--- src/rtl/mcycle_alu_seq.sv ---
// Multi-cycle unsigned multiply / restoring divide. The shared ALU adder does one step per cycle.
// Hi/Lo hold the product during a multiply; the same registers hold R/Q during a divide.
module mcycle_alu_seq #(
  parameter int WIDTH = 32,
  parameter int CNT_W = 6
) (
  input  logic             CLK,
  input  logic             RESET,
  input  logic             Start,
  input  logic             MCycleOp,
  input  logic [WIDTH-1:0] Operand1,
  input  logic [WIDTH-1:0] Operand2,
  output logic [WIDTH-1:0] Result1,
  output logic [WIDTH-1:0] Result2,
  output logic             Busy,
  output logic             Done,
  output logic [WIDTH-1:0] ALU_Src_A,
  output logic [WIDTH-1:0] ALU_Src_B,
  output logic [3:0]       ALU_Control,
  input  logic [WIDTH-1:0] ALU_Result,
  input  logic [3:0]       ALU_Flags
);

  localparam logic [0:0] ST_IDLE = 1'b0;
  localparam logic [0:0] ST_RUN  = 1'b1;
  localparam logic [3:0] OP_ADD  = 4'b0100;
  localparam logic [3:0] OP_SUB  = 4'b0010;

  logic [0:0]       state_q, state_d;
  logic [WIDTH-1:0] hi_q, hi_d, lo_q, lo_d, m_q, m_d;
  logic [WIDTH-1:0] res1_q, res1_d, res2_q, res2_d;
  logic             op_q, op_d, done_q, done_d;
  logic [CNT_W-1:0] cnt_q, cnt_d;

  logic             carry;
  logic             ok;
  logic [WIDTH-1:0] shl_a;
  logic             unused_flags;

  assign carry        = ALU_Flags[1];
  assign unused_flags = ^{ALU_Flags[3:2], ALU_Flags[0]};
  // A partial remainder with its top bit set already exceeds any divisor.
  assign shl_a        = {hi_q[WIDTH-2:0], lo_q[WIDTH-1]};
  assign ok           = hi_q[WIDTH-1] | carry;

  assign Busy    = (state_q == ST_RUN);
  assign Done    = done_q;
  assign Result1 = res1_q;
  assign Result2 = res2_q;

  always_comb begin
    ALU_Src_A   = '0;
    ALU_Src_B   = '0;
    ALU_Control = OP_ADD;
    if (state_q == ST_RUN) begin
      ALU_Src_B = m_q;
      if (op_q) begin
        ALU_Src_A   = shl_a;
        ALU_Control = OP_SUB;
      end else begin
        ALU_Src_A   = hi_q;
      end
    end
  end

  always_comb begin
    state_d = state_q;
    hi_d    = hi_q;
    lo_d    = lo_q;
    m_d     = m_q;
    op_d    = op_q;
    cnt_d   = cnt_q;
    res1_d  = res1_q;
    res2_d  = res2_q;
    done_d  = 1'b0;
    if (state_q == ST_IDLE) begin
      if (Start) begin
        op_d    = MCycleOp;
        hi_d    = '0;
        lo_d    = Operand1;
        m_d     = Operand2;
        cnt_d   = '0;
        state_d = ST_RUN;
      end
    end else begin
      if (op_q) begin
        hi_d = ok ? ALU_Result : shl_a;
        lo_d = {lo_q[WIDTH-2:0], ok};
      end else if (lo_q[0]) begin
        {hi_d, lo_d} = {carry, ALU_Result, lo_q[WIDTH-1:1]};
      end else begin
        {hi_d, lo_d} = {1'b0, hi_q, lo_q[WIDTH-1:1]};
      end
      cnt_d = cnt_q + CNT_W'(1);
      if (cnt_q == CNT_W'(WIDTH - 1)) begin
        res1_d  = lo_d;
        res2_d  = hi_d;
        done_d  = 1'b1;
        state_d = ST_IDLE;
      end
    end
  end

  always_ff @(posedge CLK or posedge RESET) begin
    if (RESET) begin
      state_q <= ST_IDLE;
      hi_q    <= '0;
      lo_q    <= '0;
      m_q     <= '0;
      op_q    <= 1'b0;
      cnt_q   <= '0;
      res1_q  <= '0;
      res2_q  <= '0;
      done_q  <= 1'b0;
    end else begin
      state_q <= state_d;
      hi_q    <= hi_d;
      lo_q    <= lo_d;
      m_q     <= m_d;
      op_q    <= op_d;
      cnt_q   <= cnt_d;
      res1_q  <= res1_d;
      res2_q  <= res2_d;
      done_q  <= done_d;
    end
  end

endmodule

--- config.mk ---
export PLATFORM = sky130hd
export DESIGN_NAME = mcycle_alu_seq
export DESIGN_NICKNAME = d
export VERILOG_FILES = /design/src/rtl/mcycle_alu_seq.sv
export SDC_FILE = /design/constraint.sdc
export NUM_CORES = 1
export LEC_CHECK = 0
export CORE_MARGIN = 10
export CORE_UTILIZATION = 35
export CTS_CLUSTER_DIAMETER = 120
export DETAILED_ROUTE_END_ITERATION = 10
export PLACE_DENSITY = 0.65
export REMOVE_ABC_BUFFERS = 1
export SYNTH_ARGS = -nofsm -noshare
export SYNTH_HDL_FRONTEND = slang
export SYNTH_SLANG_ARGS = --single-unit
--- constraint.sdc ---
create_clock -name CLK -period 5.51 [get_ports CLK]
set_clock_uncertainty 0.1 [all_clocks]
set_input_delay 0.8265 -clock CLK [delete_from_list [all_inputs] [get_ports CLK]]
set_output_delay 0.8265 -clock CLK [all_outputs]
set_load 0.1 [all_outputs]
==> reports/metrics.yaml <==
synth-seq-cells: 169
endpoint: "ALU_Src_A[18]"
rr_startpoint: "Busy"
grt_pass1_wl_um: 44100
areaGrowthSynthToFinish_pct: 33.3
rows: 59
status: "complete, no violations"
synth_area_leaders: "dfrtp_1 46%, mux2_1 7.9%, mux2i_1 6.9%, mux2_4 4.6%, o211a_1 3.5%"
drive_gt1_frac: 0.0850
cp-startpoint: "Busy"
die_y_um: 182
maxSlewViolCount: 0
insertion_delay_ns: 0.43
fillers: 2422
hold_viol_final: 0
max_freq_mhz: 227
slew_headroom: 0.272
start_util: 0.353
netlist.top_cell.by_area: "dfrtp_1"
synth.avg_cell_area_um2: 10.7
final_cells: 1395
worst_pin_slew_ns: 1.09
hpwl_um: 18300
grt_start_max_net_pins: 95
cts_sinks: 169
synth_top_cell_area_share: 0.463
hold_class: "reg -> reg"
grt_pass1_vias: 7497
setup_viol: 0
r2r-end: "Result1[10]"
cts_buffers: 17
maxCapViolCount: 0
cts_resized: 0
num_vias: 7318
ctsLongestPathBuffers: 2
yosys_warnings: 0
crit_required_ns: 4.58
finalCritPeriodShare: 0.801
io_pins: 238
final_cell_mix: "231 x clkdlybuf4s50_1, 166 x dfrtp_1, 69 x nand2_1"
final_common_cell: "clkdlybuf4s50_1"
cts_tree: "done"
gr-total-overflow: 0
postCtsSetupRepairBufs: 0
cp_cell_sequence: "inv_2, buf_4, nor2_1, clkdlybuf4s50_1"
fp.dieW_um: 182
die_area_mm2: 0.0330
ant_nets: 0
crit_type: "reg -> out"
rsz0062_at_grt: "no"
synthCells: 858
final_nets: 1151
placed_cells: 1362
rrSetupSlack_ns: 1.89
routed_wl_um: 27800
ys_seq_area_frac: 0.463
yosysUniqueCellTypes: 39
numPortBuffers: 232
htreeDepth: 4
reg2regPathDepth: 4
drtIter0Drc: 588
cp_max_fo: 46
clockRootBuffer: "clkbuf_16"
crit_path_top_delay_cell: "clkdlybuf4s50_1"
path_clk_slew_ns: 0.07
crit_path_end_kind: "output pin"
cts_hold_buf: 0
antenna_found_initial: 2
wl_per_cell_um: 19.9
period_needed_ns: 4.41
syn-cell-area_mm2: 0.00914
cp_data_arrival_time_ns: 3.48
drt_first_pass_iters: 5
via_per_inst: 5.25
slowest_delay_ns: 1.14
core_mm2: 0.0259
critPathLaunchType: "flop"
grt.total_usage: 0.163
drc_errors: 0
place.gp.congestion: 0.766
[layer usage]
metal | up-vias | global-route usage | share of wire
met2 | 268 | 0.240 | 0.44
met5 | - | 0 | 0.00047
met1 | 3591 | 0.218 | 0.45
met3 | 16 | 0.0696 | 0.10
met4 | 2 | 0.0332 | 0.0077
li1 | 3441 | - | -
[cell type report]
type | instances | area (um^2) | area share
tap | 335 | 419 | 0.0344
sequential | 169 | 4240 | 0.348
clock inverter | 14 | 153 | 0.0125
antenna | 1 | 2.50 | 0.000205
clock buffer | 18 | 439 | 0.0361
inverter | 36 | 148 | 0.0121
multi-input combinational | 574 | 4330 | 0.356
timing repair buffer | 248 | 2450 | 0.201
[sequential cells by signal, summed over array words and instances (netlist names)]
name / flops
Done: 1
op_q: 1
Result2: 32
Result1: 32
m_q: 32
hi_q: 32
cnt_q: 6
Busy: 1
lo_q: 32
[worst min-delay path by stage]
| stage | from | end | slack, ns | depth (start not counted) |
|---|---|---|---|---|
| after floorplan | cnt_q[5] | cnt_q[5] | 0.35 | 1 |
| after global routing | m_q[17] | m_q[17] | 0.40 | 1 |
| after detailed placement | cnt_q[5] | cnt_q[5] | 0.37 | 1 |
| final | m_q[17] | m_q[17] | 0.38 | 1 |
| after global placement | m_q[29] | m_q[29] | 0.36 | 1 |
| after CTS | m_q[17] | m_q[17] | 0.39 | 1 |
[critical path: cells and delay by family, from the launching register on]
family                 cells  cell delay [ns]
buffers and inverters      3             2.02
flip-flops                 1             0.87
AND/OR/NAND/NOR            1             0.14
[cells in the mapped netlist]
cell,n
buf_2,19
nand4_1,1
xnor2_1,1
nand3_1,3
and2_1,32
nand2_1,69
mux2_1,64
buf_6,8
conb_1,1
and3_1,1
o31ai_1,35
nand2b_1,2
dfrtp_1,169
clkbuf_1,44
a21oi_1,2
a21o_1,2
a211oi_1,31
mux2_2,5
nand4b_2,1
or2_1,2
nor2b_1,31
o21ai_1,33
ha_1,1
o211a_1,32
inv_8,1
xor2_1,1
inv_2,1
o21ai_0,64
inv_1,34
mux2_4,28
o211ai_1,3
nor2_1,34
buf_12,3
buf_1,3
buf_4,3
o32ai_1,28
nand3b_1,1
mux2i_1,63
o22ai_1,2
[kinds of logic (layout without fill, tap and decap cells)]
kind of cell,count (synthesis),in the layout,synth area share
adders and majority gates,1,1,0.00137
and+or+nand+nor,177,177,0.0936
DFF,169,169,0.463
xor gates and xnor gates,2,2,0.00192
muxes,160,160,0.200
buffers and inverters,116,316,0.0642
AOI/OAI and AO/OA,232,232,0.176
other,1,3,0.000410
[per-stage QoR]
stage	setup TNS, ns	hold WS (ns)	worst slack [ns]	utilization	area [um^2]
after floorplan	-16.80	0.347	-1.07	-	8700
after global placement	0	0.365	1.49	0.447	11600
after detailed placement	0	0.369	1.48	0.447	11600
after CTS	0	0.390	1.02	0.470	12200
after global routing	0	0.396	0.865	0.470	12200
final	0	0.384	1.10	0.470	12200
Power is left out: the tool's default activity adds up to more than one toggle a clock period on the data nets, which glitch-free logic cannot reach.
